===== src/rtl/piso_shift_tx_if.sv =====
// Load handshake and serial output bundle for piso_shift_tx.
// The producer/consumer side takes the master modport; the serializer takes the slave modport.
interface piso_shift_tx_if #(
    parameter int MSB = 8
);
    localparam int CW = $clog2(MSB);

    logic           load_valid;
    logic [MSB-1:0] load_data;
    logic           load_dir;
    logic           load_ready;
    logic           en;
    logic           sdo;
    logic           sdo_valid;
    logic           sdo_last;
    logic           busy;
    logic [CW-1:0]  bit_cnt;

    modport master (
        output load_valid, load_data, load_dir, en,
        input  load_ready, sdo, sdo_valid, sdo_last, busy, bit_cnt
    );

    modport slave (
        input  load_valid, load_data, load_dir, en,
        output load_ready, sdo, sdo_valid, sdo_last, busy, bit_cnt
    );
endinterface


===== src/rtl/piso_shift_tx.sv =====
// Parallel-in serial-out transmitter: accepts a word, then emits it one bit per enabled
// cycle in a per-word selectable order, with back-to-back reload on the last bit.
module piso_shift_tx #(
    parameter int MSB = 8
) (
    input  logic             clk,
    input  logic             rstn,
    piso_shift_tx_if.slave   bus
);
    localparam int            CW   = $clog2(MSB);
    localparam logic [CW-1:0] LAST = CW'(MSB - 1);

    typedef enum logic {
        IDLE  = 1'b0,
        SHIFT = 1'b1
    } state_e;

    state_e         state_q, state_d;
    logic [MSB-1:0] shreg_q, shreg_d;
    logic           dir_q, dir_d;
    logic [CW-1:0]  cnt_q, cnt_d;
    logic           in_shift;
    logic           is_last;
    logic           load_ready;
    logic           accept;

    function automatic logic [MSB-1:0] shift_one(input logic [MSB-1:0] v,
                                                 input logic           msb_first);
        return msb_first ? {v[MSB-2:0], 1'b0} : {1'b0, v[MSB-1:1]};
    endfunction

    always_ff @(posedge clk or negedge rstn) begin
        if (!rstn) begin
            state_q <= IDLE;
            shreg_q <= '0;
            dir_q   <= 1'b0;
            cnt_q   <= '0;
        end else begin
            state_q <= state_d;
            shreg_q <= shreg_d;
            dir_q   <= dir_d;
            cnt_q   <= cnt_d;
        end
    end

    always_comb begin
        in_shift = (state_q == SHIFT);
        is_last  = in_shift && (cnt_q == LAST);
        // Gated by rstn so ready is low for the whole reset window, not just after an edge.
        load_ready = rstn && (!in_shift || (bus.en && is_last));
        accept     = bus.load_valid && load_ready;

        state_d = state_q;
        shreg_d = shreg_q;
        dir_d   = dir_q;
        cnt_d   = cnt_q;

        case (state_q)
            IDLE: begin
                if (accept) begin
                    state_d = SHIFT;
                    shreg_d = bus.load_data;
                    dir_d   = bus.load_dir;
                    cnt_d   = '0;
                end
            end
            SHIFT: begin
                if (bus.en) begin
                    if (accept) begin
                        shreg_d = bus.load_data;
                        dir_d   = bus.load_dir;
                        cnt_d   = '0;
                    end else if (is_last) begin
                        state_d = IDLE;
                        shreg_d = shift_one(shreg_q, dir_q);
                        cnt_d   = '0;
                    end else begin
                        shreg_d = shift_one(shreg_q, dir_q);
                        cnt_d   = cnt_q + CW'(1);
                    end
                end
            end
            default: begin
                state_d = IDLE;
            end
        endcase
    end

    assign bus.load_ready = load_ready;
    assign bus.sdo        = in_shift ? (dir_q ? shreg_q[MSB-1] : shreg_q[0]) : 1'b0;
    assign bus.sdo_valid  = in_shift;
    assign bus.busy       = in_shift;
    assign bus.sdo_last   = is_last;
    assign bus.bit_cnt    = cnt_q;
endmodule


===== src/flat_wrapper.sv =====
// flat-port wrapper written by rule: the top's interface ports become plain ports
module piso_shift_tx_flat 
#(
    parameter int MSB = 8
)
  (clk, rstn, bus_load_valid, bus_load_data, bus_load_dir, bus_en, bus_load_ready, bus_sdo, bus_sdo_valid, bus_sdo_last, bus_busy, bus_bit_cnt);
  piso_shift_tx_if #(.MSB(MSB)) bus_i ();
  input  logic clk;
  input  logic rstn;
  input wire logic [$bits(bus_i.load_valid)-1:0] bus_load_valid;
  input wire logic [$bits(bus_i.load_data)-1:0] bus_load_data;
  input wire logic [$bits(bus_i.load_dir)-1:0] bus_load_dir;
  input wire logic [$bits(bus_i.en)-1:0] bus_en;
  output wire logic [$bits(bus_i.load_ready)-1:0] bus_load_ready;
  output wire logic [$bits(bus_i.sdo)-1:0] bus_sdo;
  output wire logic [$bits(bus_i.sdo_valid)-1:0] bus_sdo_valid;
  output wire logic [$bits(bus_i.sdo_last)-1:0] bus_sdo_last;
  output wire logic [$bits(bus_i.busy)-1:0] bus_busy;
  output wire logic [$bits(bus_i.bit_cnt)-1:0] bus_bit_cnt;
  assign bus_i.load_valid = bus_load_valid;
  assign bus_i.load_data = bus_load_data;
  assign bus_i.load_dir = bus_load_dir;
  assign bus_i.en = bus_en;
  assign bus_load_ready = bus_i.load_ready;
  assign bus_sdo = bus_i.sdo;
  assign bus_sdo_valid = bus_i.sdo_valid;
  assign bus_sdo_last = bus_i.sdo_last;
  assign bus_busy = bus_i.busy;
  assign bus_bit_cnt = bus_i.bit_cnt;
  piso_shift_tx #(.MSB(MSB)) u_core (.clk(clk), .rstn(rstn), .bus(bus_i));
endmodule

===== config.mk =====
export PLATFORM = sky130hd
export DESIGN_NAME = piso_shift_tx_flat
export DESIGN_NICKNAME = d
export VERILOG_FILES = /design/src/rtl/piso_shift_tx_if.sv /design/src/rtl/piso_shift_tx.sv /design/src/flat_wrapper.sv
export SDC_FILE = /design/constraint.sdc
export NUM_CORES = 1
export LEC_CHECK = 0
export ABC_AREA = 1
export BUFFER_PORTS_ARGS = -buffer_cell sky130_fd_sc_hd__buf_2
export CORE_MARGIN = 4
export CORE_UTILIZATION = 50
export CTS_CLUSTER_SIZE = 8
export DETAILED_ROUTE_END_ITERATION = 10
export PLACE_DENSITY_LB_ADDON = 0.15
export REMOVE_ABC_BUFFERS = 1
export SKIP_LAST_GASP = 1
export SLEW_MARGIN = 30
export SYNTH_ARGS = -nofsm -noshare
export SYNTH_HDL_FRONTEND = slang
export SYNTH_SLANG_ARGS = --single-unit

===== constraint.sdc =====
create_clock -name clk -period 3.1 [get_ports clk]
set_input_delay 0.465 -clock clk [delete_from_list [all_inputs] [get_ports clk]]
set_output_delay 0.465 -clock clk [all_outputs]
set_load 0.05 [all_outputs]

== Word-level counts from Yosys, hierarchy flattened ==
Index checks and enable logic that the tools add are counted.

* Add/subtract/negate cells: 1
* Equality and inequality tests: 3
* Muxes and demuxes: 20
* Bitwise gates (word level): 1
* Reduce and logical (&&, ||, !) cells: 7

{| class="wikitable"
|+ Operators with widths
! cell !! count
|-
| 8-bit 2-to-1 mux || 4
|-
| 8-bit case mux with 2 select lines || 1
|-
| 3-bit 2-to-1 mux || 4
|-
| 1-bit 2-to-1 mux || 8
|-
| 3-bit case mux with 2 select lines || 1
|-
| 1-bit logical AND || 4
|-
| 1-bit case mux with 2 select lines || 2
|-
| 3-bit by 1-bit adder with 3-bit output, second input constant || 1
|-
| 3-bit == test, second input constant || 1
|-
| 2-bit by 1-bit inequality test with 1-bit output, second input constant || 1
|-
| 2-bit inequality test, second input constant || 1
|-
| 2-bit AND reduction || 1
|-
| 1-bit zero test || 1
|-
| 1-bit logical OR || 1
|-
| 1-bit inverter || 1
|}

* Register bits after elaboration: 13
* Input bits: 13
* Output and inout port bits: 8
* Word-level logic and storage cells: 36

== Depth between registers and ports, before layout ==
* Word-level depth: 9
* Mapped depth: 10

== Worst setup path after synthesis ==
OpenSTA, ideal clock, no wires.

* Path type: reg-to-output
* Start: reg u_core.cnt_q[1], in the netlist u_core.bus.bit_cnt[1]
* End: out bus_load_ready
* Data arrival time: 2240 ps
* Required time: 2635 ps
* Slack: 395 ps
* Cell stages (with the launch flop): 5
* Buffers on the path: 0
* Path through: dfrtp_1 > ha_1 > ha_1 > nand2_1 > a21boi_0

* Word-level cells in the longest chain between the ends: 5

{| class="wikitable"
|+ RTL lines
! element !! line !! source
|-
| start: declaration || piso_shift_tx.sv:21 || <nowiki>logic [CW-1:0] cnt_q, cnt_d;</nowiki>
|-
| start signal: assignment || piso_shift_tx.sv:42 || <nowiki>cnt_q <= cnt_d;</nowiki>
|-
| 3-bit == test || piso_shift_tx.sv:48 || <nowiki>is_last = in_shift && (cnt_q == LAST);</nowiki>
|-
| 1-bit logical AND || piso_shift_tx.sv:48 ||
|-
| 1-bit logical AND || piso_shift_tx.sv:50 || <nowiki>load_ready = rstn && (!in_shift || (bus.en && is_last));</nowiki>
|-
| 1-bit logical OR || piso_shift_tx.sv:50 ||
|-
| 1-bit logical AND || piso_shift_tx.sv:50 ||
|-
| end: declaration || flat_wrapper.sv:14 || <nowiki>output wire logic [$bits(bus_i.load_ready)-1:0] bus_load_ready;</nowiki>
|}

Every way passes these cells.

== Worst setup path in the final report ==
* Start: reg u_core.cnt_q[0], in the netlist u_core.bus.bit_cnt[0]
* End: out bus_load_ready

Same word-level chain as after synthesis.

==> insert_results.sql <==
INSERT INTO impl_metrics (metric_group, metric, value, unit) VALUES
('critical_path', 'path_common_cell', 'ha_1', ''),
('hold_path', 'hold_path.class', 'input port to asynchronous set/reset pin', ''),
('die', 'floorplan.rows', '14', ''),
('timing', 'max_slew_violation_count', '0', ''),
('timing', 'worst_hold_margin', '84.4', 'ps'),
('yosys', 'synth_sequential_area_ratio', '0.377', ''),
('clocking', 'ctsHtreeMaxLevel', '1', ''),
('yosys', 'yosysWarnings', '0', ''),
('grt', 'grt_max_degree', '16', ''),
('clocking', 'clock_latency', '280', 'ps'),
('power', 'cell_internal_power_dissipation', '0.471', 'mW'),
('cells_and_area', 'number_of_nets_in_the_finished_design', '149', ''),
('yosys', 'synth_area_per_inst', '7.57', 'um2'),
('clocking', 'post_cts.repair.setup_buffers', '0', ''),
('yosys', 'synth_cell_types', '19', ''),
('placed_design', 'dp.cells', '145', ''),
('die', 'core_region_area', '0.00158', 'mm2'),
('power', 'power.ir.vdd_worst', '551', 'uV'),
('yosys', 'synth_largest_area_cell', 'dfrtp_1', ''),
('timing', 'period_needed', '1990', 'ps'),
('clocking', 'postCtsHoldBufs', '0', ''),
('drt', 'drt_pass1_iterations', '4', ''),
('yosys', 'synthesis.instances', '114', ''),
('die', 'die-height', '49.6', 'um'),
('power', 'power.share.sequential', '0.348', ''),
('grt', 'grt_pass1_vias', '734', ''),
('clocking', 'clock_tree.buffer_depth', '2', ''),
('critical_path', 'cp-end-kind', 'primary output', ''),
('clocking', 'clock_tree_from_tritoncts', 'built', ''),
('clocking', 'postCtsResizedCells', '0', ''),
('cells_and_area', 'drive_gt1_frac', '0.316', ''),
('status', 'run_status', 'completed', ''),
('die', 'die_area', '0.00246', 'mm2'),
('power', 'combPwrFrac', '0.539', ''),
('power', 'power.clock.fraction', '0.112', ''),
('yosys', 'synth.cells.most_frequent', 'nand2_1 (31), inv_1 (17), nand2_2 (16), dfrtp_1 (13), nand3_1 (12)', ''),
('grt', 'grt_first_pass_wirelength', '3.24', 'mm'),
('timing', 'setup_viol', '0', ''),
('timing', 'setup_slack', '1110', 'ps'),
('placed_design', 'dp_slack', '1330', 'ps'),
('die', 'ios', '21', ''),
('drt', 'drt-initial-drc-count', '20', ''),
('cells_and_area', 'layout-area-overhead-vs-synth', '10.6', '%'),
('critical_path', 'critical_path.cell_chain', 'ha_1 -> ha_1 -> nand2_1 -> a21boi_0 -> buf_2', ''),
('power', 'pwr_density_cell', '1030', 'mW/mm2'),
('cells_and_area', 'antennaDiodeCount', '0', ''),
('timing', 'finalCritPeriodShare', '0.641', ''),
('grt', 'gr-usage-all-layers', '0.171', ''),
('yosys', 'ys_seq_elements', '13', ''),
('timing', 'rsz0062_at_grt', 'no', ''),
('cells_and_area', 'instances_no_fill', '149', ''),
('clocking', 'clkSinkCount', '13', ''),
('placed_design', 'placement.io_buffers', '20', ''),
('clocking', 'cts.reportedPaths.clkPinSlew', '90', 'ps'),
('run', 'max_cap_viol_count', '0', ''),
('timing', 'slew-limit-headroom', '0.698', ''),
('grt', 'grt_antenna_before_repair', '0', ''),
('clocking', 'tritoncts.num_buffers', '3', ''),
('yosys', 'yosysTopAreaCellShare', '0.377', ''),
('critical_path', 'critPathArrivalTime', '1520', 'ps'),
('yosys', 'async_flop_share', '1.00', ''),
('placed_design', 'globalplace.congestion', '0.786', ''),
('die', 'initial_core_util', '0.548', ''),
('timing', 'tightest_slew', '453', 'ps'),
('power', 'net-switching-power', '0.514', 'mW'),
('yosys', 'synth_area_leaders', 'dfrtp_1 (38%), nand2_1 (13%), nand2_2 (12%), inv_1 (7.4%), nand3_1 (7.0%)', ''),
('clocking', 'cts.root.buffer_cell', 'clkbuf_4', ''),
('drt', 'finalWirelength', '1.78', 'mm'),
('die', 'die_span_in_x', '49.6', 'um'),
('yosys', 'ys_dominant_reg_cell', 'dfrtp_1', ''),
('grt', 'global_route.overflow_total', '0', '');
==> cell families after synthesis <==
group                      Yosys count  synth area share
adders and majority gates            2            0.0290
DFF                                 13             0.377
and+or+nand+nor                     63             0.365
buffers and inverters               23             0.145
AOI/OAI and AO/OA                   13            0.0841
==> sequential cells by signal (all words and copies together), names as in the netlist <==
signal / count
u_core.bus.busy: 1
u_core.bus.bit_cnt: 3
u_core.shreg_q: 8
u_core.dir_q: 1
==> cells in the final DEF (no fill, tap or decap) <==
cell type  count
o31ai_1        2
a21boi_0       1
inv_4          1
a21oi_1        2
inv_1         17
nand2_2       16
ha_1           2
clkbuf_4       3
clkbuf_1       1
nand2_1       31
nor2_1         1
o21ai_0        8
nand3_1       12
nand2_4        1
dfrtp_1       13
buf_2         20
or2_1          1
nand3_4        1
==> per-stage QoR <==
stage          power (mW)  cell area, um2
2_1_floorplan       0.756             808
3_3_place_gp        0.866             928
3_5_place_dp        0.880             928
4_1_cts             0.990             955
5_1_grt              1.08             955
6_report            0.985             955
==> cell type report <==
cell class | count | area (um2)
fill | 158 | 622
multi-input combinational | 78 | 413
sequential | 13 | 325
timing repair buffer | 20 | 100
inverter | 18 | 70.1
clock buffer | 4 | 26.3
tap | 16 | 20.0
==> critical path, delay by kind of cell, from the launching register on <==
kind / cells / cell delay, ps
flops: 1 / 390
fa+ha+maj: 2 / 340
buf+inv: 1 / 280
compound gates: 1 / 140
simple gates: 1 / 80
==> layer usage <==
metal / GRT usage / routed length, um / vias up
li1: - / - / 390
met5: 0 / 0 / -
met3: 0.0301 / 88 / 6
met4: 0.106 / 34 / 0
met2: 0.249 / 845 / 23
met1: 0.232 / 812 / 331
==> final timing paths <==
kind	from	endpoint	slack, ps	depth (start not counted)
max in group asynchronous	rstn	u_core.shreg_q[4]$_DFFE_PN0P_	2750	1
setup / recovery	u_core.bus.bit_cnt[0]$_DFFE_PN0P_	bus_load_ready	1110	5
hold reg to reg	u_core.shreg_q[4]$_DFFE_PN0P_	u_core.shreg_q[4]$_DFFE_PN0P_	510	2
hold / removal	rstn	u_core.shreg_q[0]$_DFFE_PN0P_	80	1
min in group clk	bus_load_dir	u_core.dir_q$_DFFE_PN0P_	430	3
setup reg to reg	u_core.bus.bit_cnt[0]$_DFFE_PN0P_	u_core.bus.bit_cnt[0]$_DFFE_PN0P_	1430	9
==> power groups by stage <==
stage / Clock (mW) / Combinational [mW] / Sequential [mW]
3_3_place_gp: 0 / 0.525 / 0.342
4_1_cts: 0.111 / 0.537 / 0.343
5_1_grt: 0.123 / 0.603 / 0.358
3_5_place_dp: 0 / 0.535 / 0.345
2_1_floorplan: 0 / 0.339 / 0.416
6_report: 0.111 / 0.531 / 0.343
(Power assumes the default switching activity.)
